==> config.mk <==
export PLATFORM = sky130hd
export DESIGN_NAME = ysyx_23060025_ifu_prefetch
export DESIGN_NICKNAME = d
export VERILOG_FILES = /design/src/rtl/ysyx_23060025_ifu_prefetch.sv
export SDC_FILE = /design/constraint.sdc
export NUM_CORES = 1
export LEC_CHECK = 0
export BUFFER_PORTS_ARGS = -buffer_cell sky130_fd_sc_hd__buf_2
export CAP_MARGIN = 20
export CORE_MARGIN = 1
export CORE_UTILIZATION = 40
export DETAILED_ROUTE_END_ITERATION = 10
export PLACE_DENSITY = 0.62
export SYNTH_ARGS = -nofsm -noshare
export SYNTH_HDL_FRONTEND = slang
export SYNTH_SLANG_ARGS = --single-unit
==> constraint.sdc <==
create_clock -name clock -period 8.6 [get_ports clock]
set_input_delay 0.43 -clock clock [delete_from_list [all_inputs] [get_ports clock]]
set_output_delay 0.43 -clock clock [all_outputs]
set_load 0.01 [all_outputs]
==> src/rtl/ysyx_23060025_ifu_prefetch.sv <==
// ysyx_23060025_ifu_prefetch: sequential prefetching IFU with a {pc, inst} fetch queue,
// redirect flush with in-flight response discard, and EBREAK halt.
module ysyx_23060025_ifu_prefetch #(
    parameter int ADDR_WIDTH = 32,
    parameter int DATA_WIDTH = 32,
    parameter int FETCH_DEPTH = 4,
    parameter logic [ADDR_WIDTH-1:0] RESET_PC = 32'h3000_0000,
    parameter logic [DATA_WIDTH-1:0] EBREAK_INST = 32'h0010_0073
) (
    input  logic                             clock,
    input  logic                             reset,
    input  logic                             redirect_i,
    input  logic [ADDR_WIDTH-1:0]            redirect_pc_i,
    output logic                             ifu_valid_o,
    input  logic                             idu_ready_i,
    output logic [DATA_WIDTH-1:0]            if_inst_o,
    output logic [ADDR_WIDTH-1:0]            if_pc_o,
    output logic                             out_psel,
    output logic [ADDR_WIDTH-1:0]            out_paddr,
    input  logic                             out_pready,
    input  logic [DATA_WIDTH-1:0]            out_prdata,
    output logic [$clog2(FETCH_DEPTH):0]     fq_count_o,
    output logic                             halted_o
);
    localparam int PW = $clog2(FETCH_DEPTH);
    localparam int CW = PW + 1;
    localparam logic [CW-1:0] FULL = CW'(FETCH_DEPTH);
    typedef enum logic [1:0] {IDLE, REQ, HALT} state_t;
    state_t state, state_n;
    logic [ADDR_WIDTH-1:0] fetch_pc, fpc_n, new_pc;
    logic [ADDR_WIDTH-1:0] pc_q [FETCH_DEPTH];
    logic [DATA_WIDTH-1:0] inst_q [FETCH_DEPTH];
    logic [PW-1:0] rd_ptr, wr_ptr;
    logic [CW-1:0] count, cnt_n;
    logic discard, discard_n, enq, deq, issue;
    assign new_pc = {redirect_pc_i[ADDR_WIDTH-1:2], 2'b00};
    assign out_psel = state == REQ;
    assign halted_o = state == HALT;
    assign fq_count_o = count;
    assign ifu_valid_o = (count != '0) & ~redirect_i;
    assign if_pc_o = pc_q[rd_ptr];
    assign if_inst_o = inst_q[rd_ptr];
    assign deq = ifu_valid_o & idu_ready_i;
    assign enq = out_psel & out_pready & ~discard & ~redirect_i;
    assign cnt_n = redirect_i ? '0 : count + CW'(enq) - CW'(deq);
    assign fpc_n = redirect_i ? new_pc : enq ? out_paddr + ADDR_WIDTH'(4) : fetch_pc;
    // A redirect landing while a request waits must let it complete, then drop its data.
    assign discard_n = out_psel & ~out_pready & (discard | redirect_i);
    assign issue = (state_n == REQ) & ((state != REQ) | out_pready);
    always_comb begin
        state_n = state;
        if (redirect_i)
            state_n = REQ;
        else if (state == IDLE)
            state_n = cnt_n < FULL ? REQ : IDLE;
        else if (state == REQ && out_pready)
            state_n = (enq && out_prdata == EBREAK_INST) ? HALT : cnt_n < FULL ? REQ : IDLE;
    end
    always_ff @(posedge clock) begin
        if (reset) begin
            state <= IDLE;
            discard <= 1'b0;
            count <= '0;
            rd_ptr <= '0;
            wr_ptr <= '0;
            fetch_pc <= RESET_PC;
            out_paddr <= '0;
        end else begin
            state <= state_n;
            discard <= discard_n;
            count <= cnt_n;
            fetch_pc <= fpc_n;
            if (issue) out_paddr <= fpc_n;
            rd_ptr <= redirect_i ? '0 : rd_ptr + PW'(deq);
            wr_ptr <= redirect_i ? '0 : wr_ptr + PW'(enq);
        end
    end
    always_ff @(posedge clock) begin
        if (enq && !reset) begin
            pc_q[wr_ptr] <= out_paddr;
            inst_q[wr_ptr] <= out_prdata;
        end
    end
endmodule

# --- Word level (Yosys, flattened, before mapping) ---
# Memory sizes are Yosys's and may differ from the RTL's. A register that Yosys moved wholly into a read port is not among the register bits.
# Index checks and enable logic that the tools add are counted.
totals:
  regBits: 74
  ram_bits: 256
  inputBits: 69
  out_inout_bits: 102
  word_cells: 52
  memories: 2
op_classes:
  n_addsub: 5
  magnitude_cmp: 1
  eq_ne: 5
  muxes: 12
  n_bitwise: 13
  n_reduce_logical: 7
mem_list:
  columns: ["memory", "depth", "word_bits", "rd", "rd_ports_with_merged_regs", "wr", "line", "rtl"]
  rows:
  - ["inst_q", 4, 32, 1, 1, 1, "32", "logic [DATA_WIDTH-1:0] inst_q [FETCH_DEPTH];"]
  - ["pc_q", 4, 32, 1, 1, 1, "31", "logic [ADDR_WIDTH-1:0] pc_q [FETCH_DEPTH];"]
op_table:
  columns: ["cell", "count"]
  rows:
  - ["$mux W32", 2]
  - ["$add A32 B3 Y32 const B", 1]
  - ["$eq A32 B21 Y1 const B", 1]
  - ["$mux W2", 6]
  - ["$and A1 B1 Y1", 8]
  - ["$add A2 B1 Y2", 2]
  - ["$eq A2 B1 Y1 const B", 2]
  - ["$add A3 B1 Y3", 1]
  - ["$logic_and A1 B1 Y1", 3]
  - ["$lt A3 B3 Y1 const B", 1]
  - ["$mux W1", 3]
  - ["$mux W3", 1]
  - ["$not A1 Y1", 3]
  - ["$reduce_bool A3 Y1", 1]
  - ["$sub A3 B1 Y3", 1]
  - ["$eq A2 B2 Y1 const B", 1]
  - ["$logic_not A2 Y1", 1]
  - ["$ne A2 B1 Y1 const B", 1]
  - ["$or A1 B1 Y1", 2]
  - ["$reduce_or A2 Y1", 1]
  - ["$logic_not A1 Y1", 1]

# --- Logic depth before layout (Yosys ltp) ---
logic_depth:
  word_depth: 15
  mapped_depth: 12
  mapped_depth_nobuf: 10

# --- Worst setup path after synthesis ---
# Ideal clock, no wire load.
synth_path:
  path_type: "input to register"
  from: "input port out_pready"
  to: "memory inst_q[0][0] (enable)"
  setup_time_ns: 0.565
  arrival_time_ns: 5.150
  required_ns: 8.035
  slack_ns: 2.885
  path_stages: 3
  n_path_buf: 0
  cell_sequence: "and4bb_2 > nand2_1 > nor3_1"
synth_via:
  elab_chain_len: 6
synth_lines:
  columns: ["item", "line", "rtl"]
  rows:
  - ["start: declaration", "20", "input logic out_pready,"]
  - ["$and A1 B1 Y1 (3 in series)", "44", "assign enq = out_psel & out_pready & ~discard & ~redirect_i;"]
  - ["$logic_and A1 B1 Y1", "79", "if (enq && !reset) begin"]
  - ["$mux W1", "79", null]
  - ["$mux W1 (implied by the code)", "81", "inst_q[wr_ptr] <= out_prdata;"]
  - ["end: declaration", "32", null]
# No other way between the ends.

# --- Worst setup path after layout ---
layout_path:
  from: "register state[1]"
  to: "register out_paddr[30]"
layout_via:
  elab_chain_len: 15
  word_cells_on_any_way: 22
  cone_classes: "add/sub (2); order compare (1); eq/ne (3); mux (8); bitwise (5); reduce/logical (3)"
layout_lines:
  columns: ["item", "line", "rtl"]
  rows:
  - ["start: declaration", "29", "state_t state, state_n;"]
  - ["start signal: assignment", "69", "state <= state_n;"]
  - ["$eq A2 B1 Y1", "37, 56", null]
  - ["$and A1 B1 Y1 (3 in series)", "44", null]
  - ["$add A3 B1 Y3", "45", "assign cnt_n = redirect_i ? '0 : count + CW'(enq) - CW'(deq);"]
  - ["$sub A3 B1 Y3", "45", null]
  - ["$mux W3", "45", null]
  - ["$lt A3 B3 Y1", "55, 57", null]
  - ["$mux W1", "55, 57", null]
  - ["$mux W2", "57", "state_n = (enq && out_prdata == EBREAK_INST) ? HALT : cnt_n < FULL ? REQ : IDLE;"]
  - ["$mux W2", "56", "else if (state == REQ && out_pready)"]
  - ["$mux W2", "54", "else if (state == IDLE)"]
  - ["$mux W2", "52", "if (redirect_i)"]
  - ["$eq A2 B1 Y1", "49", "assign issue = (state_n == REQ) & ((state != REQ) | out_pready);"]
  - ["$and A1 B1 Y1", "49", null]
  - ["end signal: assignment", "73", "if (issue) out_paddr <= fpc_n;"]
  - ["end: declaration", "19", "output logic [ADDR_WIDTH-1:0] out_paddr,"]
# Several ways; a longest one is shown, not always the timed one.
# A chain may end at the register's enable or synchronous reset.

==> metrics.md <==
| Metric | Value |
|---|---|
| Diode count | `0` |
| Switching share of power | `a little over a fifth` |
| Setup TNS | `0 ns` |
| Max_slew headroom | `28.8%` |
| Worst-Skew Late Latency | `roughly 0.5 ns` |
| Num rows | `66` |
| Post-Syn Area | `around 13000 sq um` |
| Final Hold Viols | `0` |
| Post-DRT Antenna Nets | `0` |
| Worst endpoint data arrival time | `approximately 4.8 ns` |
| Cts bufs inserted | `37` |
| Area of the multi-input gates | `about 3800 sq um` |
| Synth cell types | `between 60 and 70` |
| Initial antenna violation count | `0` |
| Clock slew seen by the registers of the worst setup and hold paths | `around 0.060 ns` |
| RSZ-0062 raised after global routing | `no` |
| CTS H-Tree Depth | `2` |
| Max VDD drop | `between 0.0001 and 0.00015 V` |
| Post-Route Skew | `between 0.015 and 0.02 ns` |
| DR DRC count | `0` |
| Worst-margin pin slew | `1.07 ns` |
| Seq pwr share | `between 50% and 60%` |
| Final net count | `1077` |
| TritonCTS clock tree | `yes` |
| Dpl cells | `about 1400` |
| Initial drt markers | `between 600 and 700` |
| CTS root buffer | `clkbuf_16` |
| CTS-repair resized insts | `0` |
| Die Y | `183 microns` |
| Seq/Total Area, Yosys | `~70%` |
| Chip width | `about 180 microns` |
| Max Clk Rate | `~230 MHz` |
| Vias in the first global route | `approximately 8000` |
| Non-Filler Instances | `1474` |
| Leak | `5.35 nW` |
| CP Cell Sequence | `and4bb_2, nand2_1, xnor2_1, ha_1, fa_1, xnor3_1, o21ai_1, buf_4, nand2_1, o41ai_1` |
| Most common cell after layout, fill and taps aside | `edfxtp_1` |
| Hold Crit Class | `in -> reg` |
| CP startpoint kind | `flip-flop` |
| Mapped Nets | `about 900` |
| WP data required | `between 9 and 10 ns` |
| Setup-failing EPs final | `0` |
| Combinational share of power | `around 4.6%` |
| Slowest-stage cell, CP | `and4bb_2` |
| Tot GR Track Use | `between 10% and 20%` |
| Core area | `about 32000 sq um` |
| Ys Warns | `0` |
| First-pass GRT wire length | `around 48000 microns` |
| Asr flop ratio synth | `0%` |
| Max stage delay on crit path | `about 0.78 ns` |
| FF/Latch Area | `9180 sq um` |
| Largest net degree at the start of global routing | `68` |
| Crit. End Element | `flip-flop` |
| DPL Wire Length | `around 18000 microns` |
| Most used DFF post-synth | `edfxtp_1` |
| Fin crit period | `roughly 4.4 ns` |
| Area growth, synth to finish | `19.2%` |
| PwrDens | `approximately 230 nW/um^2` |
| Post-Route WL | `31000 microns` |
| Post-CTS Hold Fix Bufs | `0` |
| Psw | `0.000753 W` |
| Clock power share | `between 40% and 50%` |
| Via/cell ratio | `5.45` |
| Placed inst area | `~14000 sq um` |
| Placer congestion estimate | `approximately 0.81` |
| Die footprint | `about 34000 sq um` |
| Clk buf depth | `3` |
| CP Class | `reg -> reg` |
| Port buffer count | `around 170` |
| Drt first pass iters | `5` |
| Vias | `8036` |
| Outcome | `completed` |
| Syn_area_per_cell | `15.8 sq um` |
| Max Cap Viol | `0` |
| EDFF count, synth | `roughly 260` |
| Post-synthesis cell count | `833` |
| Finished Cell Area | `around 16000 sq um` |
| Ratio of cells with drive above 1 in the final layout | `31.7%` |
| # clock sinks | `between 300 and 400` |
| Hold slack | `around 0.15 ns` |
| Crit-path max FO | `32` |
| Internal power | `0.00279 W` |
| Starting Density | `roughly 40%` |
| Ports | `approximately 170` |
| Grt total ovfl | `0` |
| Routed len/inst | `21.0 microns` |
| Layout fillers | `between 2000 and 3000` |
| Commonest cells after routing, fill and taps aside | `edfxtp_1, buf_2, dfxtp_1` |
| Flops & latches, synth | `330` |
| Post-Route Utilization | `between 40% and 50%` |
| Max-slew violation count | `0` |
| Tcrit/Tclk final | `between 50 and 60%` |
| Worst path most repeated cell | `nand2_1` |
| Number of setup buffers added after CTS | `0` |
-- worst paths after layout --
| kind | from | end | slack [ns] | depth (start not counted) |
|---|---|---|---|---|
| min | out_prdata[4] | inst_q[2][4]$_DFFE_PP_ | 0.15 | 1 |
| max | state[1]$_SDFF_PP0_ | out_paddr[30]$_SDFFE_PP0P_ | 4.25 | 10 |
| min reg2reg | fetch_pc[0]$_SDFF_PP0_ | fetch_pc[0]$_SDFF_PP0_ | 0.47 | 2 |
| max reg2reg | state[1]$_SDFF_PP0_ | out_paddr[30]$_SDFFE_PP0P_ | 4.25 | 10 |
-- stage by stage --
| stage | power, W | worst slack, ns |
|---|---|---|
| floorplan | 0.00191 | 2.88 |
| global placement | 0.00199 | 4.05 |
| detailed placement | 0.00200 | 4.12 |
| CTS | 0.00358 | 4.19 |
| global route | 0.00366 | 3.92 |
| finish | 0.00354 | 4.25 |
-- kinds of logic (layout without fill, tap and decap cells) --
logic type	count (synthesis)	in the layout	synth area share, %
muxes	75	75	11.9
DFF	330	330	69.6
AOI/OAI and AO/OA	141	141	6.89
xor gates and xnor gates	12	12	0.903
and+or+nand+nor	212	212	8.36
buffers and inverters	59	258	1.91
adders and majority gates	4	4	0.437
-- per-layer routing --
| layer | track usage, % | wire length (microns) | vias to the layer above |
|---|---|---|---|
| met4 | 4.90 | 611 | 0 |
| met1 | 26.7 | 14100 | 4033 |
| met3 | 3.78 | 2130 | 47 |
| li1 | - | - | 3671 |
| met5 | 0 | 0 | - |
| met2 | 28.9 | 14200 | 285 |
-- final cells by class --
class	count	area share (%)
flip-flops and latches	330	58.4
clock buffers	51	6.63
repair buffers	180	5.95
clock inverters	16	1.15
inverters	11	0.263
multi-input cells	444	24.0
well taps	442	3.52
-- state kept, by name, indices dropped and copies added (netlist names), 2 cells and up --
name	cells
pc_q	128
fetch_pc	32
state	2
inst_q	128
rd_ptr	2
fq_count_o	3
out_paddr	32
wr_ptr	2
-- synth_stat cells, drive strengths merged, types with 4 or more instances --
library cell	number	area, sq um
a211oi	10	75.1
a21oi	47	235
a311oi	13	120
a31o	4	35.0
a31oi	11	68.8
and2	5	31.3
and3	10	62.6
and4	5	43.8
buf	18	97.6
clkbuf	30	113
dfxtp	74	1480
edfxtp	256	7690
inv	10	37.5
mux2	10	113
mux4	64	1440
nand2	50	188
nand3	22	110
nand4	12	90.1
nor2	45	169
nor2b	12	75.1
nor3	17	85.1
nor4	10	62.6
o21ai	32	160
o31a	5	47.6
o32ai	4	35.0
or3	7	45.1
xnor2	6	52.6
xor2	5	43.8
-- power groups by stage --
stage	clock network, W	registers (W)	logic (W)
after global placement	0	0.00183	0.000160
after CTS	0.00161	0.00180	0.000163
after global routing	0.00168	0.00180	0.000180
after floorplan	0	0.00182	0.0000890
final	0.00158	0.00180	0.000163
after detailed placement	0	0.00183	0.000162
-- critical path: cells and delay by family, from the launching register on --
kind / cells / cell delay [ns]
and+or+nand+nor: 3 / 1.81
AOI/OAI and AO/OA: 2 / 0.62
buffers and inverters: 1 / 0.29
xor gates and xnor gates: 2 / 0.53
DFF: 1 / 0.37
adders and majority gates: 2 / 0.59
Power figures use the tool's default switching activity.
